[src/rtl/pipelined_main_decoder.sv]
// Registered RV32I(+M) main decoder at the ID/EX boundary.
// Decodes one instruction per cycle into a registered control bundle, flags
// illegal encodings, and sequences multi-cycle MUL/DIV ops by holding the
// upstream stages until the configured latency has elapsed.
module pipelined_main_decoder #(
   parameter int ENABLE_M   = 1,
   parameter int MUL_CYCLES = 1,
   parameter int DIV_CYCLES = 4
) (
   input  logic        clk,
   input  logic        rst,
   input  logic [31:0] instr,
   input  logic        instr_valid,
   input  logic        stall_in,
   input  logic        flush,
   output logic        stall_out,
   output logic        md_busy,
   output logic        ctrl_valid,
   output logic        illegal_instr,
   output logic        RegWrite,
   output logic        ALUSrc,
   output logic        MemWrite,
   output logic        Branch,
   output logic        Jump,
   output logic [2:0]  ImmSrc,
   output logic [1:0]  ResultSrc,
   output logic [2:0]  ALUOp,
   output logic [2:0]  LoadType,
   output logic [2:0]  StoreType
);

   // Opcode field without the two fixed low bits (checked separately).
   localparam logic [4:0] OPC_LOAD   = 5'b00000;
   localparam logic [4:0] OPC_STORE  = 5'b01000;
   localparam logic [4:0] OPC_OP     = 5'b01100;
   localparam logic [4:0] OPC_OPIMM  = 5'b00100;
   localparam logic [4:0] OPC_BRANCH = 5'b11000;
   localparam logic [4:0] OPC_JAL    = 5'b11011;
   localparam logic [4:0] OPC_JALR   = 5'b11001;
   localparam logic [4:0] OPC_LUI    = 5'b01101;
   localparam logic [4:0] OPC_AUIPC  = 5'b00101;

   // Countdown preloads: the op is emitted on the L-th edge, so the busy
   // phase starts at L-1 and emits when it reaches 1.
   localparam logic [4:0] MUL_PRELOAD = 5'(MUL_CYCLES - 1);
   localparam logic [4:0] DIV_PRELOAD = 5'(DIV_CYCLES - 1);

   typedef struct packed {
      logic       valid;
      logic       illegal;
      logic       reg_write;
      logic       alu_src;
      logic       mem_write;
      logic       branch;
      logic       jump;
      logic [2:0] imm_src;
      logic [1:0] result_src;
      logic [2:0] alu_op;
      logic [2:0] load_type;
      logic [2:0] store_type;
   } ctrl_t;

   typedef enum logic {
      IDLE    = 1'b0,
      MD_BUSY = 1'b1
   } state_t;

   // Bundle emitted when a sequenced M-op completes.
   localparam ctrl_t MD_BUNDLE = '{valid: 1'b1, reg_write: 1'b1, alu_op: 3'b011, default: '0};

   state_t     r_state;
   logic [4:0] r_cnt;
   ctrl_t      r_out;

   state_t     w_state_nxt;
   logic [4:0] w_cnt_nxt;
   ctrl_t      w_out_nxt;
   ctrl_t      w_dec;
   logic       w_is_mop;
   logic       w_illegal;
   logic [4:0] w_preload;
   logic       w_need_seq;
   logic       w_unused_bits;

   // Only opcode, funct3 and funct7 steer control; register fields pass through elsewhere.
   assign w_unused_bits = ^{instr[24:15], instr[11:7]};

   // Combinational decode of the presented instruction.
   always_comb begin
      w_dec     = '0;
      w_is_mop  = 1'b0;
      w_illegal = 1'b0;
      if (instr[1:0] != 2'b11) begin
         w_illegal = 1'b1;
      end else begin
         case (instr[6:2])
            OPC_LOAD: begin
               w_dec.reg_write  = 1'b1;
               w_dec.alu_src    = 1'b1;
               w_dec.result_src = 2'b01;
               w_dec.load_type  = instr[14:12];
            end
            OPC_STORE: begin
               w_dec.mem_write  = 1'b1;
               w_dec.alu_src    = 1'b1;
               w_dec.imm_src    = 3'b001;
               w_dec.store_type = instr[14:12];
            end
            OPC_OP: begin
               if (instr[31:25] == 7'b0000001) begin
                  if (ENABLE_M != 0) begin
                     w_is_mop        = 1'b1;
                     w_dec.reg_write = 1'b1;
                     w_dec.alu_op    = 3'b011;
                  end else begin
                     w_illegal = 1'b1;
                  end
               end else begin
                  w_dec.reg_write = 1'b1;
                  w_dec.alu_op    = 3'b010;
               end
            end
            OPC_OPIMM: begin
               w_dec.reg_write = 1'b1;
               w_dec.alu_src   = 1'b1;
               w_dec.alu_op    = 3'b010;
            end
            OPC_BRANCH: begin
               w_dec.branch  = 1'b1;
               w_dec.imm_src = 3'b010;
               w_dec.alu_op  = 3'b001;
            end
            OPC_JAL: begin
               w_dec.reg_write  = 1'b1;
               w_dec.jump       = 1'b1;
               w_dec.imm_src    = 3'b100;
               w_dec.result_src = 2'b10;
               w_dec.alu_op     = 3'b110;
            end
            OPC_JALR: begin
               w_dec.reg_write  = 1'b1;
               w_dec.jump       = 1'b1;
               w_dec.alu_src    = 1'b1;
               w_dec.result_src = 2'b10;
            end
            OPC_LUI: begin
               w_dec.reg_write = 1'b1;
               w_dec.alu_src   = 1'b1;
               w_dec.imm_src   = 3'b011;
               w_dec.alu_op    = 3'b100;
            end
            OPC_AUIPC: begin
               w_dec.reg_write = 1'b1;
               w_dec.alu_src   = 1'b1;
               w_dec.imm_src   = 3'b011;
               w_dec.alu_op    = 3'b101;
            end
            default: w_illegal = 1'b1;
         endcase
      end
      if (w_illegal) begin
         w_dec         = '0;
         w_dec.illegal = 1'b1;
      end
      w_dec.valid = 1'b1;
   end

   // funct3 bit 2 separates MUL* (0-3) from DIV/REM (4-7).
   assign w_preload  = instr[14] ? DIV_PRELOAD : MUL_PRELOAD;
   assign w_need_seq = instr_valid && w_is_mop && (w_preload != 5'd0);

   // Next-state, next-bundle and upstream stall; flush outranks stall_in, which outranks the FSM.
   always_comb begin
      w_state_nxt = r_state;
      w_cnt_nxt   = r_cnt;
      w_out_nxt   = r_out;
      stall_out   = 1'b0;
      if (flush) begin
         w_state_nxt = IDLE;
         w_cnt_nxt   = 5'd0;
         w_out_nxt   = '0;
      end else if (stall_in) begin
         stall_out = 1'b1;
      end else begin
         case (r_state)
            IDLE: begin
               if (w_need_seq) begin
                  stall_out   = 1'b1;
                  w_out_nxt   = '0;
                  w_state_nxt = MD_BUSY;
                  w_cnt_nxt   = w_preload;
               end else begin
                  w_out_nxt = instr_valid ? w_dec : '0;
               end
            end
            MD_BUSY: begin
               // instr_valid is deliberately ignored here: the op always completes.
               stall_out = (r_cnt > 5'd1);
               if (r_cnt == 5'd1) begin
                  w_out_nxt   = MD_BUNDLE;
                  w_state_nxt = IDLE;
                  w_cnt_nxt   = 5'd0;
               end else begin
                  w_out_nxt = '0;
                  w_cnt_nxt = r_cnt - 5'd1;
               end
            end
            default: begin
               w_out_nxt   = '0;
               w_state_nxt = IDLE;
               w_cnt_nxt   = 5'd0;
            end
         endcase
      end
   end

   // State, countdown and output bundle registers.
   always_ff @(posedge clk) begin
      if (rst) begin
         r_state <= IDLE;
         r_cnt   <= 5'd0;
         r_out   <= '0;
      end else begin
         r_state <= w_state_nxt;
         r_cnt   <= w_cnt_nxt;
         r_out   <= w_out_nxt;
      end
   end

   assign md_busy       = (r_state == MD_BUSY);
   assign ctrl_valid    = r_out.valid;
   assign illegal_instr = r_out.illegal;
   assign RegWrite      = r_out.reg_write;
   assign ALUSrc        = r_out.alu_src;
   assign MemWrite      = r_out.mem_write;
   assign Branch        = r_out.branch;
   assign Jump          = r_out.jump;
   assign ImmSrc        = r_out.imm_src;
   assign ResultSrc     = r_out.result_src;
   assign ALUOp         = r_out.alu_op;
   assign LoadType      = r_out.load_type;
   assign StoreType     = r_out.store_type;

endmodule

[config.mk]
export PLATFORM = sky130hd
export DESIGN_NAME = pipelined_main_decoder
export DESIGN_NICKNAME = d
export VERILOG_FILES = /design/src/rtl/pipelined_main_decoder.sv
export SDC_FILE = /design/constraint.sdc
export NUM_CORES = 1
export LEC_CHECK = 0
export CORE_MARGIN = 5
export CORE_UTILIZATION = 42
export CTS_CLUSTER_DIAMETER = 100
export DETAILED_ROUTE_END_ITERATION = 8
export PLACE_DENSITY_LB_ADDON = 0.08
export SETUP_SLACK_MARGIN = 0.3
export SYNTH_ARGS = -nofsm -noshare
export SYNTH_HDL_FRONTEND = slang
export SYNTH_SLANG_ARGS = --single-unit
[constraint.sdc]
create_clock -name clk -period 2.1 [get_ports clk]
set_input_delay 0.315 -clock clk [delete_from_list [all_inputs] [get_ports clk]]
set_output_delay 0.315 -clock clk [all_outputs]
set_load 0.02 [all_outputs]
==> results.cfg <==
[clock_network]
clk_latency_ns = 0.32
hold_buffers = 0
clk_pin_slew_ns = 0.15
root_buffer = clkbuf_4
cts_sinks = 26
cts_made_buffers = 3
h-tree-depth = 1
clockBufferDepth = 2
cts_tree = yes

[run_status]
status = finished, violations left
violations = negative setup slack

[timing]
worst_pin_slew_ns = 0.432
timing.fmax_ghz = 0.456
max-slew-margin-rel_pct = 70.5
finClkSkew_ns = 0.00613
finalSetupViolCount = 5
holdWs_ns = 0.480
finalCritPeriodShare_pct = 104
fin_crit_ns = 2.19
fin_tns_setup_ns = -0.275
grt_setup_unrepaired = true
final-max-slew-violation-count = 0
fin_ws_ns = -0.0924
hold_viol = 0

[routing]
num_vias = 1611
first_pass_iters = 4
drc = 0
dr.first_iter.drc_count = 101
drt-total-wl_mm = 4.31
wire_per_inst_um = 14.6
via_per_inst = 5.46
ant_nets = 0

[power]
power.density_nw_per_um2 = 407
p_seq_share_pct = 54.1
p_leak_nw = 0.834
combPwrFrac_pct = 17.3
swShare_pct = 25.9
p_sw_mw = 0.238
p_int_mw = 0.681
clkPwrFrac_pct = 28.7
peakVddDrop_uv = 196

[critical_path]
crit_buf_inv = 2
cpPeakStageDelay_ns = 0.47
critPathKind = reg -> out
cp.arrival_ns = 1.88
worstPathRequired_ns = 1.78
start_kind = register
slowest_stage = or4b_4
crit_family = simple AND/OR/NAND/NOR gates
crit_path_end_kind = output pin
path_cells = inv_2 > ha_4 > or4b_4 > nand2_2 > a31oi_1 > nor3_1 > nor2_1 > buf_4
worstReg2RegStart = r_cnt[1]
critPathLaunch = r_cnt[1]
critPathMaxFanout = 2

[die]
ios = 60
die_area_um2 = 4720
start_util_pct = 43.4
rows = 21
die_x_um = 68.7
die_h_um = 68.7
core_um2 = 3340

[yosys]
yosysSeqAreaShare_pct = 36.0
synth_nets = 218
yosysWarnings = 0
ys_ff_latch = 26
avgSynthCellArea_um2 = 8.09
async_flop_share_pct = 0
synthFlopType = dfxtp_1
syn_area_um2 = 1450
synth_cell_types = 51
netlist_instances = 179
synth_edf_count = 0

[final_layout]
final_cell_count_no_fill = 295
final_layout_size_suffix_gt1_share_pct = 26.1
fin_nets = 289
design_area_um2 = 2260
area_delta_synth_final_pct = 55.9
antenna_cells = 0

[place]
globalplace.congestion = 0.805
place_inst = 282
place_area_um2 = 2080
preCtsSetupSlack_ns = -0.404
dp_hpwl_mm = 3.10
port_buffers = 44

[global_route]
grt_antenna_before_repair = 0
grt_pass1_vias = 1582
grt_overflow = 0
grt_usage_pct = 19.2
grt_pass1_wl_mm = 7.00
grt_start_max_net_pins = 37

[flow_run]
cap_violations = 0

[hold_path]
hp-class = in -> reg
worstHoldStart = instr[5]
cells in the mapped netlist (2+ instances only):
cell	number	share of area, %
dfxtp_1	26	36
nor2_1	20	5.2
nand2_1	16	4.1
a21oi_1	11	3.8
o21ai_0	11	3.8
a31oi_1	6	2.6
clkbuf_1	6	1.6
inv_1	6	1.6
nand3_1	6	2.1
a22o_1	5	3.0
nand3b_1	4	2.1
nor3_1	4	1.4
nor4_1	4	1.7
o21ai_1	4	1.4
buf_2	3	1.0
buf_4	3	1.6
nand4_1	3	1.3
or3_1	3	1.3
a221oi_1	2	1.2
a32o_1	2	1.4
a32oi_1	2	1.2
ha_1	2	1.7
nor2b_1	2	0.86
stage by stage:
step,utilization [%],power [mW]
final,67.6,0.919
after CTS,66.1,0.915
after global placement,62.2,0.656
after global routing,67.6,0.952
after detailed placement,62.2,0.659
after floorplan,-,0.582
layout make-up:
type / count / area [µm²]
fill: 272 / 1080
tap: 46 / 57.6
sequential: 26 / 524
inverter: 6 / 22.5
multi-input combinational: 133 / 896
timing repair buffer: 80 / 721
clock buffer: 4 / 36.3
path summary, 6_finish.rpt:
check	endpoint	slack, ns	cells past startpoint
setup / recovery	stall_out	-0.09	8
hold / removal	ResultSrc[0]	0.48	4
setup reg to reg	r_cnt[4]	-0.08	14
hold reg to reg	ResultSrc[0]	0.48	2
placed cells by master, fill, tap and decap left out, types with 3 or more instances in the layout:
| cell | instances |
|---|---|
| a21oi_1 | 10 |
| buf_6 | 3 |
| a22o_1 | 5 |
| a31oi_1 | 6 |
| clkbuf_4 | 3 |
| nor3_1 | 4 |
| o21ai_1 | 5 |
| dfxtp_1 | 23 |
| nand3b_1 | 4 |
| nand4_1 | 3 |
| clkdlybuf4s50_1 | 41 |
| nand2_1 | 15 |
| or3_1 | 3 |
| o21ai_0 | 9 |
| dfxtp_2 | 3 |
| nor2_1 | 18 |
| buf_4 | 34 |
| inv_1 | 5 |
| nand3_1 | 6 |
power by group through the flow:
| stage | sequential [mW] | clock, mW | combinational (mW) |
|---|---|---|---|
| finish | 0.497 | 0.263 | 0.159 |
| global route | 0.497 | 0.283 | 0.172 |
| CTS | 0.497 | 0.265 | 0.152 |
| detailed placement | 0.508 | 0 | 0.152 |
| global placement | 0.508 | 0 | 0.149 |
| floorplan | 0.510 | 0 | 0.0716 |
flip-flops by register name (all words and copies together) (netlist names), 3 cells and up:
signal,flops
r_cnt,5
LoadType,3
StoreType,3
ALUOp,3
ImmSrc,3
per-layer routing:
metal  GRT usage [%]  vias up  wire (µm)
li1                -      797          -
met1            25.8      756       2010
met2            31.3       52       1990
met3            2.92        6        275
met4            6.08        0         32
met5               0        -          0
worst register-to-register path, delay by kind of cell (launching register included):
| kind | cells | cell delay [ns] |
|---|---|---|
| buffers and inverters | 8 | 0.90 |
| AND/OR/NAND/NOR | 3 | 0.49 |
| flip-flops | 1 | 0.36 |
| AO/OA/AOI/OAI | 2 | 0.22 |
| adder cells (fa/ha/maj) | 1 | 0.14 |
cell families (layout without fill, tap and decap cells):
kind of cell,Yosys count,count (layout),synth area share (%)
DFF,26,26,36.0
buffers and inverters,20,90,6.74
and+or+nand+nor,79,79,30.4
adders and majority gates,2,2,1.73
xor gates and xnor gates,1,1,0.605
AOI/OAI and AO/OA,51,51,24.5
timing repair:
item / CTS / global route
setup buffers: 8 / 1
setup endpoints to repair: 3 / 13
pin swaps: 7 / 6
gates resized for setup: 18 / 10
No activity file was read; power rests on OpenSTA's default activity.
